--- src/rtl/time_pkg.sv ---
// time_pkg: shared mode encodings, default moduli and field widths for the clock datapath
package time_pkg;
  typedef enum logic [1:0] {
    MODE_RUN      = 2'b00,
    MODE_SET_HOUR = 2'b01,
    MODE_SET_MIN  = 2'b10
  } mode_e;
  localparam int DEF_SEC_MAX  = 60;
  localparam int DEF_MIN_MAX  = 60;
  localparam int DEF_HOUR_MAX = 24;
  localparam int SEC_W  = 7;
  localparam int MIN_W  = 7;
  localparam int HOUR_W = 5;
  localparam int PRE_W  = 10;
endpackage

--- src/rtl/btn_edge.sv ---
// btn_edge: two-flop synchronizer plus rising-edge detect for one push-button
module btn_edge (
  input  logic new_clk,
  input  logic rst,
  input  logic btn,
  output logic press
);
  logic r_s1, r_s2, r_p;
  always_ff @(posedge new_clk or negedge rst) begin
    if (!rst) begin
      r_s1 <= 1'b0;
      r_s2 <= 1'b0;
      r_p  <= 1'b0;
    end else begin
      r_s1 <= btn;
      r_s2 <= r_s1;
      r_p  <= r_s2;
    end
  end
  assign press = r_s2 & ~r_p;
endmodule

--- src/rtl/time_set_ctrl.sv ---
// time_set_ctrl: hh:mm:ss timekeeping with a two-button set mode for hours and minutes
module time_set_ctrl import time_pkg::*; #(
  parameter int TICKS_PER_SEC = 10,
  parameter int SEC_MAX       = DEF_SEC_MAX,
  parameter int MIN_MAX       = DEF_MIN_MAX,
  parameter int HOUR_MAX      = DEF_HOUR_MAX
) (
  input  logic              new_clk,
  input  logic              rst,
  input  logic              btn_mode,
  input  logic              btn_inc,
  output logic [SEC_W-1:0]  sec,
  output logic [MIN_W-1:0]  min,
  output logic [HOUR_W-1:0] hour,
  output logic [1:0]        mode,
  output logic              sec_tick
);
  mode_e             r_mode, w_mode_nx;
  logic [PRE_W-1:0]  r_pre, w_pre_nx;
  logic [SEC_W-1:0]  r_sec, w_sec_nx;
  logic [MIN_W-1:0]  r_min, w_min_nx;
  logic [HOUR_W-1:0] r_hour, w_hour_nx;
  logic              r_tick, w_tick_nx;
  logic              w_mode_ev, w_inc_ev;
  logic              w_pre_top, w_sec_top, w_min_top, w_hour_top;

  btn_edge u_mode (.new_clk(new_clk), .rst(rst), .btn(btn_mode), .press(w_mode_ev));
  btn_edge u_inc  (.new_clk(new_clk), .rst(rst), .btn(btn_inc),  .press(w_inc_ev));

  // >= rather than == so a corrupted field still wraps on its next update
  assign w_pre_top  = r_pre  >= PRE_W'(TICKS_PER_SEC - 1);
  assign w_sec_top  = r_sec  >= SEC_W'(SEC_MAX - 1);
  assign w_min_top  = r_min  >= MIN_W'(MIN_MAX - 1);
  assign w_hour_top = r_hour >= HOUR_W'(HOUR_MAX - 1);

  always_ff @(posedge new_clk or negedge rst) begin
    if (!rst) begin
      r_mode <= MODE_RUN;
      r_pre  <= '0;
      r_sec  <= '0;
      r_min  <= '0;
      r_hour <= '0;
      r_tick <= 1'b0;
    end else begin
      r_mode <= w_mode_nx;
      r_pre  <= w_pre_nx;
      r_sec  <= w_sec_nx;
      r_min  <= w_min_nx;
      r_hour <= w_hour_nx;
      r_tick <= w_tick_nx;
    end
  end

  always_comb begin
    w_mode_nx = r_mode;
    w_pre_nx  = r_pre;
    w_sec_nx  = r_sec;
    w_min_nx  = r_min;
    w_hour_nx = r_hour;
    w_tick_nx = 1'b0;
    case (r_mode)
      MODE_RUN: begin
        w_mode_nx = w_mode_ev ? MODE_SET_HOUR : MODE_RUN;
        w_pre_nx  = w_pre_top ? '0 : r_pre + 1'b1;
        if (w_pre_top) begin
          w_tick_nx = 1'b1;
          w_sec_nx  = w_sec_top ? '0 : r_sec + 1'b1;
          if (w_sec_top) w_min_nx = w_min_top ? '0 : r_min + 1'b1;
          if (w_sec_top && w_min_top) w_hour_nx = w_hour_top ? '0 : r_hour + 1'b1;
        end
      end
      MODE_SET_HOUR: begin
        w_pre_nx  = '0;
        w_mode_nx = w_mode_ev ? MODE_SET_MIN : MODE_SET_HOUR;
        if (!w_mode_ev && w_inc_ev) w_hour_nx = w_hour_top ? '0 : r_hour + 1'b1;
      end
      MODE_SET_MIN: begin
        w_pre_nx  = '0;
        w_mode_nx = w_mode_ev ? MODE_RUN : MODE_SET_MIN;
        if (w_mode_ev) w_sec_nx = '0;
        else if (w_inc_ev) w_min_nx = w_min_top ? '0 : r_min + 1'b1;
      end
      default: w_mode_nx = MODE_RUN;
    endcase
  end

  assign sec      = r_sec;
  assign min      = r_min;
  assign hour     = r_hour;
  assign mode     = r_mode;
  assign sec_tick = r_tick;
endmodule

--- config.mk ---
export PLATFORM = sky130hd
export DESIGN_NAME = time_set_ctrl
export DESIGN_NICKNAME = d
export VERILOG_FILES = /design/src/rtl/time_pkg.sv /design/src/rtl/btn_edge.sv /design/src/rtl/time_set_ctrl.sv
export SDC_FILE = /design/constraint.sdc
export NUM_CORES = 1
export LEC_CHECK = 0
export ABC_AREA = 1
export BUFFER_PORTS_ARGS = -buffer_cell sky130_fd_sc_hd__buf_2
export CORE_MARGIN = 10
export CORE_UTILIZATION = 35
export CTS_CLUSTER_SIZE = 8
export DETAILED_ROUTE_END_ITERATION = 12
export PLACE_DENSITY = 0.55
export SYNTH_ARGS = -nofsm -noshare
export SYNTH_HDL_FRONTEND = slang
export SYNTH_SLANG_ARGS = --single-unit
--- constraint.sdc ---
create_clock -name new_clk -period 1.6 [get_ports new_clk]
set_input_delay 0.32 -clock new_clk [delete_from_list [all_inputs] [get_ports new_clk]]
set_output_delay 0.32 -clock new_clk [all_outputs]
set_load 0.005 [all_outputs]
==> impl_metrics.ini, run 1 <==
[outcome]
status = complete, no violations

[floorplanning]
dieWidth_um = 96.1
row_count = 27
die_y_um = 96.1
io_pins = 26
dieArea_um2 = 9240
core_um2 = 5570
start_util_pct = 36.4

[place]
portBuffers = 25
place_area_um2 = 2320
gp_congestion = 0.777
dp_hpwl_mm = 3.13

[cts]
cts_tree = yes
clk_latency_ns = 0.29
cts.sinks = 38
cts-root-buf = clkbuf_8
ctsHtreeMaxLevel = 2
cts.clk_slew.worst_paths_ns = 0.08
clockBufferDepth = 2
cts_buffers = 5

[yosys]
synthTopCellsByArea = dfrtp_1 (47%), nand2_1 (14%), inv_1 (6.3%)
yosys.area.top_type = dfrtp_1
yosysTopAreaCellShare_pct = 46.9
syn_nets = 269
ys_seq_elements = 38
yosys_warnings = 0
synth_cell_type_count = 22
synth_cells = 255
synth_seq_area_share_pct = 46.9
netlist_area_um2 = 2030
synth_area_per_cell_um2 = 7.95

[global_routing]
grt_usage_pct = 9.88
antenna_found_initial = 0
grt_max_degree = 22
grt_pass1_wl_mm = 7.43
first_global_vias = 1696
grt_overflow = 0

[timing]
grt_setup_unrepaired = no
final.setup_skew_ns = 0.00312
slew_headroom_pct = 70.1
finalCritPeriodShare_pct = 92.2
fmax_ghz = 0.678
period_needed_ns = 1.48
hold_viol_final = 0
tns_ns = 0
setup_violations = 0
finalMaxSlewViolations = 0
tightest_slew_ns = 0.448

[routing]
viasPerCell = 4.51
routedWlPerCell_um = 11.3
drc = 0
ant_nets = 0
dr.pass1.iters = 4
vias = 1679
totalWireLength_mm = 4.21
drtIter0Drc = 67

[worst_setup_path]
crit_fanout = 8
critical_path_required_ns = 1.83
cp-end-kind = flop
critical_path.startpoint_type = flop
cp.arrival_ns = 1.71
worstSetupPathType = flop to flop

[job]
cap_viol_max_count = 0

[power_and_ir_drop]
power_density_nw_per_um2 = 1590
p_leak_nw = 1.37
vdd_drop_max_mv = 0.848

[final_layout]
drive_gt1_share_pct = 22.7
finish.instance_area_um2 = 2480
syn_to_final_growth_pct = 22.4
n_antenna_cell = 0
nets = 313

[hold_path]
worstHoldPathType = input pin to flop
report_power, final:
part / internal [W] / leakage [nW] / switching [W]
logic: 0.000706 / 0.814 / 0.00106
registers: 0.00116 / 0.500 / 0.000198
clock network: 0.000464 / 0.0504 / 0.000358
worst max-delay path, stage by stage (launching register included):
cell,delay (ns)
dfrtp_1,0.42
ha_1,0.22
nor2_2,0.11
nand2_2,0.10
a21oi_4,0.23
nor2_4,0.10
nand2_4,0.12
nand2_1,0.06
nand2_1,0.05
cell families (layout without fill, tap and decap cells):
logic type	Yosys count	count (layout)	synth area share [%]
AOI/OAI and AO/OA	19	19	5.25
adders and majority gates	10	10	6.17
xor gates and xnor gates	6	6	2.59
DFF	38	38	46.9
and+or+nand+nor	146	147	32.3
buffers and inverters	36	80	6.73
routing by layer:
metal	routed length (um)	share of wire, %	GRT usage [%]
met1	2000	48	11.9
met2	1840	44	16.0
met3	314	7.5	3.50
met4	59	1.4	3.44
met5	0	0	0
worst paths after layout:
check                      cells past startpoint                    end            startpoint  slack [ns]
min reg2reg                                    0   u_inc.r_s2$_DFF_PN0_  u_inc.r_s1$_DFF_PN0_        0.35
max                                            8     min[3]$_DFFE_PN0P_    sec[1]$_DFFE_PN0P_        0.12
max reg2reg                                    8     min[3]$_DFFE_PN0P_    sec[1]$_DFFE_PN0P_        0.12
max in group asynchronous                      3   u_inc.r_s1$_DFF_PN0_                   rst        0.64
min in group asynchronous                      2     min[6]$_DFFE_PN0P_                   rst        0.50
min                                            1  u_mode.r_s1$_DFF_PN0_              btn_mode        0.13
synth_stat cells:
cell,count
nand2_4,3
a21boi_1,1
inv_2,1
nor2_4,3
nor2_1,29
nand2_2,8
a21oi_2,1
or2_0,1
xnor2_1,2
xor2_1,4
nand3_1,22
dfrtp_1,38
nor3_1,2
buf_2,1
nand2_1,74
inv_1,34
nand4_1,2
a21oi_1,8
ha_1,10
o21bai_1,2
nor2_2,2
o21ai_0,7
layout make-up:
type	instances	area [um^2]
fill	568	3090
multi-input combinational	182	965
sequential	38	951
timing repair buffer	37	230
inverter	35	131
tap	72	90.1
clock buffer	5	68.8
clock inverter	3	45.0
what timing repair did:
item | CTS | global route
setup buffers | 0 | 1
hold buffers | 1 | 0
endpoints found under the hold margin | 17 | 0
setup endpoints to repair | 0 | 14
gates resized for setup | 0 | 7
flip-flops by register name (all words and copies together) (netlist names):
register     count
sec_tick         1
u_inc.r_s1       1
u_inc.r_p        1
r_pre           10
u_inc.r_s2       1
u_mode.r_s1      1
hour             5
sec              7
mode             2
u_mode.r_p       1
min              7
u_mode.r_s2      1
cell usage in the layout, fill, tap and decap left out:
| cell type | Yosys | layout |
|---|---|---|
| nor2_2 | 2 | 3 |
| xor2_1 | 4 | 4 |
| nor2_4 | 3 | 3 |
| buf_12 | 0 | 1 |
| xnor2_1 | 2 | 2 |
| nand2_1 | 74 | 72 |
| nand4_1 | 2 | 2 |
| nand3_1 | 22 | 22 |
| a21oi_2 | 1 | 1 |
| o21ai_0 | 7 | 7 |
| buf_4 | 0 | 10 |
| ha_1 | 10 | 10 |
| inv_1 | 34 | 33 |
| dlygate4sd3_1 | 0 | 1 |
| inv_2 | 1 | 2 |
| dfrtp_1 | 38 | 38 |
| or2_0 | 1 | 1 |
| a21oi_1 | 8 | 7 |
| a21oi_4 | 0 | 1 |
| buf_2 | 1 | 25 |
| o21bai_1 | 2 | 2 |
| nand2_4 | 3 | 3 |
| clkinvlp_4 | 0 | 2 |
| a21boi_1 | 1 | 1 |
| bufinv_16 | 0 | 1 |
| nand2_2 | 8 | 11 |
| nor3_1 | 2 | 2 |
| nor2_1 | 29 | 28 |
| clkbuf_8 | 0 | 5 |
per-stage QoR:
stage                     util (%)  setup WS (ns)  hold WS (ns)  total power (W)  cells
final                         44.5          0.125         0.131          0.00394    372
after global routing          44.5        0.00550         0.118          0.00435    372
after CTS                     43.9         0.0981         0.118          0.00390    370
after detailed placement      41.7          0.112         0.299          0.00306    361
after global placement        41.7          0.101         0.306          0.00306    361
after floorplan                  -          0.187        0.0244          0.00248    255
No activity file was read; power rests on OpenSTA's default activity.
==> run 2: changes to the inputs <==
- CORE_MARGIN: 10 -> default
==> run 2 against run 1 <==
Non-clock buffer count decreased by 6. Die area decreased by 34%. Combinational power decreased by 5%. Count of clock-buffer cells in the layout unchanged. Register-to-register slack improved by 0.02 ns.
==> impl_metrics.ini, run 2 (same netlist as run 1, synthesis figures left out) <==
[routing]
drc = 0
vias = 1648
m1WireLength_mm = 2.00
viasPerCell = 4.50
totalWireLength_mm = 3.92
ant_nets = 0
wl_met3_um = 151
top_layer = met4
routedWlPerCell_um = 10.7
drtIter0Drc = 55
met2_length_mm = 1.72
dr.pass1.iters = 4

[timing]
tightest_slew_ns = 0.378
hold_viol_final = 0
final.setup_skew_ns = 0.00413
slew_headroom_pct = 74.8
finalMaxSlewViolations = 0
fmax_ghz = 0.686
setup_violations = 0
hold-worst-slack_ns = 0.135
finalCritPeriodShare_pct = 91.1
period_needed_ns = 1.46

[place]
place_area_um2 = 2290
gp_congestion = 0.763
portBuffers = 25
dp_hpwl_mm = 2.86

[cts]
ctsHtreeMaxLevel = 2
cts-root-buf = clkbuf_8
cts_buffers = 5
cts_tree = yes
clockBufferDepth = 2
cts.clk_slew.worst_paths_ns = 0.08
clk_latency_ns = 0.29
cts_setup_buffers = 0
cts.sinks = 38

[final_layout]
n_antenna_cell = 0
final_common_cell = nand2_1
final_cell_mix = nand2_1 (74), dfrtp_1 (38), inv_1 (33)
largest_reg_flops = 10
finish.instance_area_um2 = 2430
regMostFlops = r_pre
syn_to_final_growth_pct = 20.1
nets = 307
drive_gt1_share_pct = 21.4

[job]
cap_viol_max_count = 0

[floorplanning]
dieArea_um2 = 6100
dieWidth_um = 78.1
core_um2 = 5540
start_util_pct = 36.6
die_y_um = 78.1
io_pins = 26
row_count = 27

[global_routing]
grt_pass1_wl_mm = 6.40
first_global_vias = 1437
grt_overflow = 0
grt_usage_pct = 13.5
antenna_found_initial = 0
grt_max_degree = 25

[power_and_ir_drop]
p_seq_share_pct = 36.0
power_density_nw_per_um2 = 1580
p_sw_share_pct = 41.1
p_total_w = 0.00385
p_int_w = 0.00227
vdd_drop_max_mv = 0.666
p_clk_share_pct = 20.7
p_switching_w = 0.00158
p_comb_share_pct = 43.4
p_leak_nw = 1.34

[worst_setup_path]
crit_fanout = 5
critical_path.startpoint_type = flop
critical_path_required_ns = 1.81
cp-end-kind = flop
worstSetupPathType = flop to flop
cp.arrival_ns = 1.67

[hold_path]
worstHoldPathType = input pin to flop

[outcome]
status = complete, no violations
run 2: cell types whose count changed in the layout (fill, tap and decap cells not counted), sizes merged:
cell,previous run,this run
buf,36,30
clkinv,0,2
clkinvlp,2,0
run 2: area by class of cell:
class                   instances  area [um^2]
clock buffers                   5         68.8
repair buffers                 31          185
flip-flops and latches         38          951
multi-input cells             182          968
well taps                      72         90.1
clock inverters                 3         40.0
inverters                      35          131
fillers                       588         3110
run 2: path summary, 6_finish.rpt:
kind / start / end / slack, ns / depth (start not counted)
max in group asynchronous: rst / u_inc.r_s2$_DFF_PN0_ / 0.67 / 3
min in group asynchronous: rst / sec[4]$_DFFE_PN0P_ / 0.48 / 2
min: btn_inc / u_inc.r_s1$_DFF_PN0_ / 0.13 / 1
max reg2reg: sec[1]$_DFFE_PN0P_ / sec[0]$_DFFE_PN0P_ / 0.14 / 8
min reg2reg: u_mode.r_s1$_DFF_PN0_ / u_mode.r_s2$_DFF_PN0_ / 0.35 / 0
max: sec[1]$_DFFE_PN0P_ / sec[0]$_DFFE_PN0P_ / 0.14 / 8
run 2: through the flow:
| step | worst slack [ns] | util [%] | cells | TNS [ns] |
|---|---|---|---|---|
| after CTS | 0.0942 | 43.4 | 365 | 0 |
| final | 0.143 | 43.9 | 366 | 0 |
| after floorplan | 0.187 | - | 255 | 0 |
| after detailed placement | 0.110 | 41.3 | 356 | 0 |
| after global routing | -0.00831 | 43.9 | 366 | -0.0143 |
| after global placement | 0.0904 | 41.3 | 356 | 0 |
run 2: power by group through the flow:
stage / Sequential, W / Clock, W / Combinational [W]
after floorplan: 0.00139 / 0 / 0.00109
after global placement: 0.00140 / 0 / 0.00158
after detailed placement: 0.00140 / 0 / 0.00159
after CTS: 0.00138 / 0.000828 / 0.00160
after global routing: 0.00142 / 0.000861 / 0.00192
final: 0.00138 / 0.000797 / 0.00167
run 2: what timing repair did:
action                                  CTS  global route
endpoints found under the setup margin    0            17
hold buffers                              1             0
resized for setup                         0            10
endpoints found under the hold margin    14             0
run 2: critical path: stages (launching register included):
cell and delay (ns):
dfrtp_1 0.42, ha_1 0.22, nor2_2 0.12, nand2_2 0.09, nand2_1 0.09, nand2_1 0.11, nor2_2 0.14, nand2_1 0.06
o21ai_1 0.13
run 2: metal layers:
layer / GRT usage [%] / vias up
met5: 0 / -
met4: 5.56 / 0
met3: 3.72 / 4
met2: 20.0 / 27
met1: 18.5 / 749
li1: - / 868
